`src/rtl/mips_pkg.sv`:
```
// Shared constants for the MIPS pipeline front end.
// Trap vectors, reset PC, nop encoding, kernel-bit index.
package mips_pkg;

    localparam logic [31:0] RESET_PC  = 32'h8000_0000;
    localparam logic [31:0] IRQ_VEC   = 32'h8000_0004;
    localparam logic [31:0] EXC_VEC   = 32'h8000_0008;
    localparam logic [31:0] NOP_INSTR = 32'h0000_0000;
    localparam int          KBIT      = 31;

endpackage

```
`src/rtl/if_stage_if.sv`:
```
// Fetch-stage bus: ROM port, redirect/hazard inputs,
// IF/ID register outputs and EPC write port.
interface if_stage_if;

    logic [31:0] rom_addr;
    logic [31:0] rom_instr;
    logic        stall;
    logic        jmp_taken;
    logic [31:0] jmp_target;
    logic        br_taken;
    logic [31:0] br_target;
    logic        exc;
    logic        irq;
    logic [31:0] if_id_instr;
    logic [31:0] if_id_pc_plus4;
    logic        if_id_valid;
    logic [31:0] epc;
    logic        epc_we;

    modport master (
        output rom_addr,
        input  rom_instr,
        input  stall,
        input  jmp_taken,
        input  jmp_target,
        input  br_taken,
        input  br_target,
        input  exc,
        input  irq,
        output if_id_instr,
        output if_id_pc_plus4,
        output if_id_valid,
        output epc,
        output epc_we
    );

    modport slave (
        input  rom_addr,
        output rom_instr,
        output stall,
        output jmp_taken,
        output jmp_target,
        output br_taken,
        output br_target,
        output exc,
        output irq,
        input  if_id_instr,
        input  if_id_pc_plus4,
        input  if_id_valid,
        input  epc,
        input  epc_we
    );

endinterface

```
`src/rtl/if_stage_irq_sync.sv`:
```
// Two-flop synchronizer for the asynchronous timer irq.
// Used only when IF_IRQ_SYNC_EN is defined.
module irq_sync (
    input  logic clk,
    input  logic rst_n,
    input  logic d,
    output logic q
);

    logic meta;

    // Two-stage capture; both flops clear on reset.
    always_ff @(posedge clk or negedge rst_n) begin
        if (!rst_n) begin
            meta <= 1'b0;
            q    <= 1'b0;
        end else begin
            meta <= d;
            q    <= meta;
        end
    end

endmodule

```
`src/rtl/if_stage.sv`:
```
// Instruction fetch: PC, next-PC select, IF/ID register, EPC.
// Optional irq synchronizer: define IF_IRQ_SYNC_EN.
module if_stage #(
    parameter logic [31:0] RESET_PC = mips_pkg::RESET_PC,
    parameter logic [31:0] IRQ_VEC  = mips_pkg::IRQ_VEC,
    parameter logic [31:0] EXC_VEC  = mips_pkg::EXC_VEC
) (
    input logic        clk,
    input logic        reset,
    if_stage_if.master bus
);

    import mips_pkg::*;

    logic [31:0] pc;
    logic [31:0] pc_plus4;
    logic [31:0] pc_next;
    logic [31:0] trap_ret;
    logic        irq_q;
    logic        irq_take;
    logic        flush;

`ifdef IF_IRQ_SYNC_EN
    irq_sync u_irq_sync (
        .clk   (clk),
        .rst_n (reset),
        .d     (bus.irq),
        .q     (irq_q)
    );
`else
    assign irq_q = bus.irq;
`endif

    assign pc_plus4 = {pc[KBIT], pc[30:0] + 31'd4};

    assign irq_take = irq_q & ~pc[KBIT]
                    & ~bus.stall & ~bus.exc;

    assign flush = bus.exc | irq_take
                 | bus.br_taken | bus.jmp_taken;

    assign bus.rom_addr = pc;

    // Next PC by redirect priority; stall only holds.
    always_comb begin
        pc_next = pc_plus4;
        priority case (1'b1)
            bus.exc:       pc_next = EXC_VEC;
            irq_take:      pc_next = IRQ_VEC;
            bus.br_taken:  pc_next = bus.br_target;
            bus.jmp_taken: pc_next = bus.jmp_target;
            bus.stall:     pc_next = pc;
            default:       pc_next = pc_plus4;
        endcase
    end

    // Interrupt resumes where fetch would have gone.
    always_comb begin
        trap_ret = pc;
        priority case (1'b1)
            bus.br_taken:  trap_ret = bus.br_target;
            bus.jmp_taken: trap_ret = bus.jmp_target;
            default:       trap_ret = pc;
        endcase
    end

    // Program counter register.
    always_ff @(posedge clk or negedge reset) begin
        if (!reset) pc <= RESET_PC;
        else        pc <= pc_next;
    end

    // IF/ID register: bubble on redirect, hold on stall.
    always_ff @(posedge clk or negedge reset) begin
        if (!reset) begin
            bus.if_id_instr    <= NOP_INSTR;
            bus.if_id_pc_plus4 <= 32'h0;
            bus.if_id_valid    <= 1'b0;
        end else if (flush) begin
            bus.if_id_instr    <= NOP_INSTR;
            bus.if_id_pc_plus4 <= 32'h0;
            bus.if_id_valid    <= 1'b0;
        end else if (!bus.stall) begin
            bus.if_id_instr    <= bus.rom_instr;
            bus.if_id_pc_plus4 <= pc_plus4;
            bus.if_id_valid    <= 1'b1;
        end
    end

    // EPC capture with a one-cycle write strobe.
    always_ff @(posedge clk or negedge reset) begin
        if (!reset) begin
            bus.epc    <= 32'h0;
            bus.epc_we <= 1'b0;
        end else if (bus.exc) begin
            bus.epc    <= bus.if_id_pc_plus4;
            bus.epc_we <= 1'b1;
        end else if (irq_take) begin
            bus.epc    <= trap_ret;
            bus.epc_we <= 1'b1;
        end else begin
            bus.epc_we <= 1'b0;
        end
    end

endmodule

```
`src/flat_wrapper.sv`:
```
// flat-port wrapper written by rule: the top's interface ports become plain ports
module if_stage_flat import mips_pkg::*;
#(
    parameter logic [31:0] RESET_PC = mips_pkg::RESET_PC,
    parameter logic [31:0] IRQ_VEC  = mips_pkg::IRQ_VEC,
    parameter logic [31:0] EXC_VEC  = mips_pkg::EXC_VEC
)
  (clk, reset, bus_rom_addr, bus_rom_instr, bus_stall, bus_jmp_taken, bus_jmp_target, bus_br_taken, bus_br_target, bus_exc, bus_irq, bus_if_id_instr, bus_if_id_pc_plus4, bus_if_id_valid, bus_epc, bus_epc_we);
  if_stage_if bus_i ();
  input logic clk;
  input logic reset;
  output wire logic [$bits(bus_i.rom_addr)-1:0] bus_rom_addr;
  input wire logic [$bits(bus_i.rom_instr)-1:0] bus_rom_instr;
  input wire logic [$bits(bus_i.stall)-1:0] bus_stall;
  input wire logic [$bits(bus_i.jmp_taken)-1:0] bus_jmp_taken;
  input wire logic [$bits(bus_i.jmp_target)-1:0] bus_jmp_target;
  input wire logic [$bits(bus_i.br_taken)-1:0] bus_br_taken;
  input wire logic [$bits(bus_i.br_target)-1:0] bus_br_target;
  input wire logic [$bits(bus_i.exc)-1:0] bus_exc;
  input wire logic [$bits(bus_i.irq)-1:0] bus_irq;
  output wire logic [$bits(bus_i.if_id_instr)-1:0] bus_if_id_instr;
  output wire logic [$bits(bus_i.if_id_pc_plus4)-1:0] bus_if_id_pc_plus4;
  output wire logic [$bits(bus_i.if_id_valid)-1:0] bus_if_id_valid;
  output wire logic [$bits(bus_i.epc)-1:0] bus_epc;
  output wire logic [$bits(bus_i.epc_we)-1:0] bus_epc_we;
  assign bus_rom_addr = bus_i.rom_addr;
  assign bus_i.rom_instr = bus_rom_instr;
  assign bus_i.stall = bus_stall;
  assign bus_i.jmp_taken = bus_jmp_taken;
  assign bus_i.jmp_target = bus_jmp_target;
  assign bus_i.br_taken = bus_br_taken;
  assign bus_i.br_target = bus_br_target;
  assign bus_i.exc = bus_exc;
  assign bus_i.irq = bus_irq;
  assign bus_if_id_instr = bus_i.if_id_instr;
  assign bus_if_id_pc_plus4 = bus_i.if_id_pc_plus4;
  assign bus_if_id_valid = bus_i.if_id_valid;
  assign bus_epc = bus_i.epc;
  assign bus_epc_we = bus_i.epc_we;
  if_stage #(.RESET_PC(RESET_PC), .IRQ_VEC(IRQ_VEC), .EXC_VEC(EXC_VEC)) u_core (.clk(clk), .reset(reset), .bus(bus_i));
endmodule
```
`config.mk`:
```
export PLATFORM = sky130hd
export DESIGN_NAME = if_stage_flat
export DESIGN_NICKNAME = d
export VERILOG_FILES = /design/src/rtl/mips_pkg.sv /design/src/rtl/if_stage_if.sv /design/src/rtl/if_stage_irq_sync.sv /design/src/rtl/if_stage.sv /design/src/flat_wrapper.sv
export SDC_FILE = /design/constraint.sdc
export NUM_CORES = 1
export LEC_CHECK = 0
export CORE_UTILIZATION = 46
export DETAILED_ROUTE_END_ITERATION = 6
export PLACE_DENSITY = 0.81
export SYNTH_ARGS = -nofsm -noshare
export SYNTH_HDL_FRONTEND = slang
export SYNTH_HIERARCHICAL = 1
export SYNTH_SLANG_ARGS = --single-unit
```
`constraint.sdc`:
```
create_clock -name clk -period 2.1 [get_ports clk]
set_input_delay 0.42 -clock clk [delete_from_list [all_inputs] [get_ports clk]]
set_output_delay 0.42 -clock clk [all_outputs]
set_load 0.02 [all_outputs]
```
Word level (Yosys, flattened, before mapping)
Index checks and enable logic that the tools add are counted.
Cells by class
  add/sub/neg operators: 1
  reduce and logical (&&, ||, !) cells: 2
  bitwise gates (word level): 9
  equal/unequal tests: 2
  muxes and demuxes: 17
Operators with widths (count)
  32-bit 2-to-1 mux: 12
  31-bit by 3-bit adder with 31-bit output (second input constant): 1
  31-bit 2-to-1 mux: 1
  5-bit by 1-bit != test with 1-bit output (second input constant): 1
  1-bit 2-to-1 mux: 4
  4-bit nonzero test: 1
  1-bit AND: 3
  1-bit inverter: 3
  1-bit OR: 3
  2-bit by 1-bit != test with 1-bit output (second input constant): 1
  2-bit nonzero test: 1
Storage, ports and cells
  word-level logic and storage cells: 38
  register bits: 130
  output and inout port bits: 130
  input port bits: 103

Longest topological paths before layout
Gate-level depths: netlist (run 1).
  depth in word-level cells: 8
  depth in mapped cells: 8

Worst setup path before layout (run 1)
No wires, ideal clock.
  path type: reg-to-reg
  start point: register u_core.pc[2] (netlist: u_core/bus.rom_addr[2])
  end point: register u_core.pc[30] (netlist: u_core/bus.rom_addr[30])
  data arrival time: 1.777 ns
  path slack: 0.203 ns
  library setup time: 0.121 ns
  required time: 1.979 ns
  cell stages (with the launch flop): 8
  path buffers: 1
  cells stage by stage: dfrtp_1 ha_1 and4_1 and2_1 buf_2 nand4_1 a21o_1 a22o_1
On the way
  longest elaborated chain between the ends: 6
Ends and longest elaborated chain
  start, declared: RTL line if_stage.sv:15  | logic [31:0] pc;
  start signal, assigned: RTL line if_stage.sv:70  | else pc <= pc_next;
  31-bit by 3-bit adder with 31-bit output: RTL line if_stage.sv:34  | assign pc_plus4 = {pc[KBIT], pc[30:0] + 31'd4};
  31-bit 2-to-1 mux: RTL line if_stage.sv:47  | priority case (1'b1)
  32-bit 2-to-1 mux (4 in a row): RTL line if_stage.sv:47
No other way between the ends. The select of a mux whose other input is x is not followed.
A chain may end at the register's enable or synchronous reset.

Final worst setup path (run 1)
  start point: register u_core.pc[9] (netlist: u_core/bus.rom_addr[9])
  end point: output port bus_rom_addr[9]
RTL lines
  end, declared: RTL line flat_wrapper.sv:12  | output wire logic [$bits(bus_i.rom_addr)-1:0] bus_rom_addr;
No word-level cell between the ends.

==> impl_metrics.env, run 1 <==
export IMPL_cts_htree_levels=4
export IMPL_synth_top_family_by_area="compound AO/OA/AOI/OAI gates"
export IMPL_synth_top_area_frac=0.477
export IMPL_dpl_worst_slack_ps=-456
export IMPL_die_height_um=123
export IMPL_clkTransAtPathRegs_ps=60
export IMPL_track_usage=0.304
export IMPL_postSynth_asyncResetShare=1.00
export IMPL_run_status="finished clean"
export IMPL_overflow=0
export IMPL_simple_gate_fraction_of_synth_area=0.149
export IMPL_initial_antenna_violation_count=2
export IMPL_drive_gt1_frac=0.120
export IMPL_vias=6697
export IMPL_net_count_of_the_mapped_netlist=809
export IMPL_clk_insertion_delay_late_ps=430
export IMPL_synth_ff_type="sky130_fd_sc_hd__dfrtp_1"
export IMPL_timing_final_max_slew_violations=0
export IMPL_peak_vdd_ir_mv=0.608
export IMPL_setup_violations_final=0
export IMPL_arrival_ps=1640
export IMPL_top_ports=233
export IMPL_max_clock_path_buffers=2
export IMPL_synth_top_cells_by_area="sky130_fd_sc_hd__dfrtp_1, sky130_fd_sc_hd__a22o_1, sky130_fd_sc_hd__o21ai_0, sky130_fd_sc_hd__nand2_1, sky130_fd_sc_hd__mux2i_1"
export IMPL_ff2ff_setup_slack_ps=90
export IMPL_post_synth_inst_count=705
export IMPL_worst_ep_required_time_ps=1680
export IMPL_worst_setup_path_type="reg2out"
export IMPL_synthDominantAreaCellType="sky130_fd_sc_hd__dfrtp_1"
export IMPL_netlist_area_um2=6760
export IMPL_setup_tns_after_final_layout_ps=0
export IMPL_synth_area_in_compound_gates=0.242
export IMPL_r2r_cells=6
export IMPL_tightestPinTransition_ps=694
export IMPL_finalHoldWorstSlack_ps=496
export IMPL_post_route_worst_setup_slack_ps=42.5
export IMPL_die_area_um2=15200
export IMPL_crit_path_end_kind="output port"
export IMPL_cts_root_buffer_cell="sky130_fd_sc_hd__clkbuf_16"
export IMPL_detailedRoute_firstIterationViolations=471
export IMPL_route_detailed_wl_per_inst_um=19.6
export IMPL_highest_clock_rate_ghz=0.486
export IMPL_count_of_nets_left_with_antenna_violations_after_detail_routing=0
export IMPL_finClkSkew_ps=7.81
export IMPL_seq_area_frac_synth=0.481
export IMPL_cts_buffers_inserted=17
export IMPL_synth_enable_flop_cells=0
export IMPL_nets=1064
export IMPL_first_pass_grt_wire_length_um=34700
export IMPL_die_width_um=123
export IMPL_layout_commonest_cell="sky130_fd_sc_hd__clkdlybuf4s50_1"
export IMPL_rr_endpoint="u_core/bus.rom_addr[17]$_DFFE_PN0P_"
export IMPL_path_max_fanout=5
export IMPL_setup_repair_after_global_routing_missed_its_margin="no"
export IMPL_initial_core_util=0.480
export IMPL_worstHoldPathType="in2async"
export IMPL_routed_wl_um=22600
export IMPL_slew_limit_headroom=0.536
export IMPL_total_leakage_power_nw=4.42
export IMPL_via_count_of_the_first_global_routing_pass=6581
export IMPL_nFillCells=1033
export IMPL_grt_max_degree=69
export IMPL_tritoncts_clock_tree="yes"
export IMPL_fp_coreArea_um2=14100
export IMPL_post_synth_mux_area_share=0.0438
export IMPL_ys_seq_elements=130
export IMPL_numClockSinks=130
export IMPL_power_density_nw_per_um2=684
export IMPL_period_minus_slack_ps=2060
export IMPL_final_min_period_over_clock_period=0.980
export IMPL_hold_violations=0
export IMPL_syn_mean_instance_area_um2=9.59
export IMPL_detailed_place_hpwl_um=15400
export IMPL_synth_warnings=6
export IMPL_crit_reg2reg_launch="u_core/bus.rom_addr[4]$_DFFE_PN0P_"
export IMPL_max_cap_viol_count=0
export IMPL_synthXorXnorAreaFrac=0.0285
export IMPL_post_synth_adder_cell_area=0.00185
export IMPL_via_per_inst=5.82
export IMPL_synth_lib_cells_used_distinct=61
export IMPL_numPortBuffers=232
export IMPL_drt_pre_antenna_iters=5
export IMPL_mostFrequentLayoutCells="sky130_fd_sc_hd__clkdlybuf4s50_1, sky130_fd_sc_hd__dfrtp_1, sky130_fd_sc_hd__nand2_1"
export IMPL_area_growth_pct=49.9
export IMPL_worstSetupStartpointType="flop"
export IMPL_routabilityCongestion=0.844
export IMPL_route_detailed_drc=0
export IMPL_rows=43
-- layout make-up --
class                   instances  area (µm²)  area share
diodes                          1        2.50    0.000247
clock buffers                  24         502      0.0495
clock inverters                 5        28.8     0.00284
inverters                      15        56.3     0.00555
multi-input cells             503        3170       0.313
flip-flops and latches        130        3250       0.321
well taps                     180         225      0.0222
repair buffers                293        2900       0.286
-- how the worst max path moves through the flow --
stage	start	end	slack, ps	cells after the start
global placement	bus_br_taken	u_core/bus.if_id_pc_plus4[7]$_DFFE_PN0P_	-380	5
global route	u_core/bus.rom_addr[13]$_DFFE_PN0P_	bus_rom_addr[13]	6	1
floorplan	u_core/bus.rom_addr[2]$_DFFE_PN0P_	u_core/bus.rom_addr[30]$_DFFE_PN0P_	200	7
CTS	u_core/bus.rom_addr[31]$_DFFE_PN1N_	u_core/bus.if_id_pc_plus4[7]$_DFFE_PN0P_	2	5
detailed placement	bus_br_taken	u_core/bus.if_id_pc_plus4[7]$_DFFE_PN0P_	-460	5
finish	u_core/bus.rom_addr[9]$_DFFE_PN0P_	bus_rom_addr[9]	40	2
-- through the flow --
stage	util	total power, mW	cells	cell area, µm²
global placement	0.677	4.22	1116	9550
floorplan	-	3.46	705	6760
detailed placement	0.677	4.25	1116	9550
CTS	0.716	6.94	1146	10100
finish	0.719	6.93	1151	10100
global route	0.719	7.20	1151	10100
-- power breakdown --
part | switching, mW | internal, mW | total, mW
registers | 0.131 | 2.64 | 2.77
logic | 0.735 | 0.722 | 1.46
clock network | 1.07 | 1.64 | 2.70
-- logic make-up after synthesis --
logic type               count (synthesis)
flip-flops                             130
multiplexers                            29
AO/OA/AOI/OAI                          241
AND/OR/NAND/NOR                        209
XOR/XNOR                                22
adder cells (fa/ha/maj)                  1
buffers and inverters                   73
-- critical path: stages (launching register included) --
cell and delay (ps):
sky130_fd_sc_hd__dfrtp_1 400, sky130_fd_sc_hd__buf_4 170, sky130_fd_sc_hd__clkdlybuf4s50_1 640
-- registers in the layout (all words and copies together) (netlist names) --
register,cells
u_core/bus.if_id_instr,32
u_core/bus.epc_we,1
u_core/bus.rom_addr,32
u_core/bus.epc,32
u_core/bus.if_id_pc_plus4,32
u_core/bus.if_id_valid,1
-- repair_timing --
action,in CTS,in global routing
hold buffers,1,0
setup endpoints to repair,0,11
endpoints found under the hold margin,47,0
resized for setup,0,5
setup buffers,0,3
-- cell usage after synthesis (3+ instances only) --
cell type	n
sky130_fd_sc_hd__clkbuf_1	17
sky130_fd_sc_hd__nor2_1	61
sky130_fd_sc_hd__xnor2_1	9
sky130_fd_sc_hd__buf_1	3
sky130_fd_sc_hd__o21ai_0	68
sky130_fd_sc_hd__dfrtp_1	129
sky130_fd_sc_hd__clkbuf_2	4
sky130_fd_sc_hd__a211oi_1	22
sky130_fd_sc_hd__inv_1	14
sky130_fd_sc_hd__xor2_1	13
sky130_fd_sc_hd__buf_4	9
sky130_fd_sc_hd__nand2b_1	6
sky130_fd_sc_hd__nand4_1	8
sky130_fd_sc_hd__mux2_2	5
sky130_fd_sc_hd__a311oi_1	5
sky130_fd_sc_hd__o31ai_1	7
sky130_fd_sc_hd__a22o_1	55
sky130_fd_sc_hd__o2bb2ai_1	3
sky130_fd_sc_hd__and4_1	3
sky130_fd_sc_hd__or2_2	6
sky130_fd_sc_hd__a221oi_1	3
sky130_fd_sc_hd__nand3_1	12
sky130_fd_sc_hd__nand2_1	70
sky130_fd_sc_hd__buf_2	23
sky130_fd_sc_hd__a21o_1	15
sky130_fd_sc_hd__o41ai_1	3
sky130_fd_sc_hd__a21oi_1	34
sky130_fd_sc_hd__nor3_1	26
sky130_fd_sc_hd__o22ai_1	9
sky130_fd_sc_hd__mux2i_1	24
-- per-layer routing --
layer,GRT usage,vias to the layer above,part of all wire,wire length [µm]
met5,0,-,0.00057,13
met4,0.168,2,0.036,825
met3,0.0895,67,0.10,2330
met2,0.475,326,0.46,10300
met1,0.377,3215,0.40,9100
li1,-,3087,-,-
(Power assumes the default switching activity.)
==> run 2, diff against run 1 <==
--- a/config.mk
+++ b/config.mk
@@ -6,6 +6,7 @@
 export NUM_CORES = 1
 export LEC_CHECK = 0
 export CORE_UTILIZATION = 46
+export CTS_CLUSTER_SIZE = 40
 export DETAILED_ROUTE_END_ITERATION = 6
 export PLACE_DENSITY = 0.81
 export SYNTH_ARGS = -nofsm -noshare
==> results of run 2 <==
No change in the layout: final DEF, timing and power equal those of run 1.
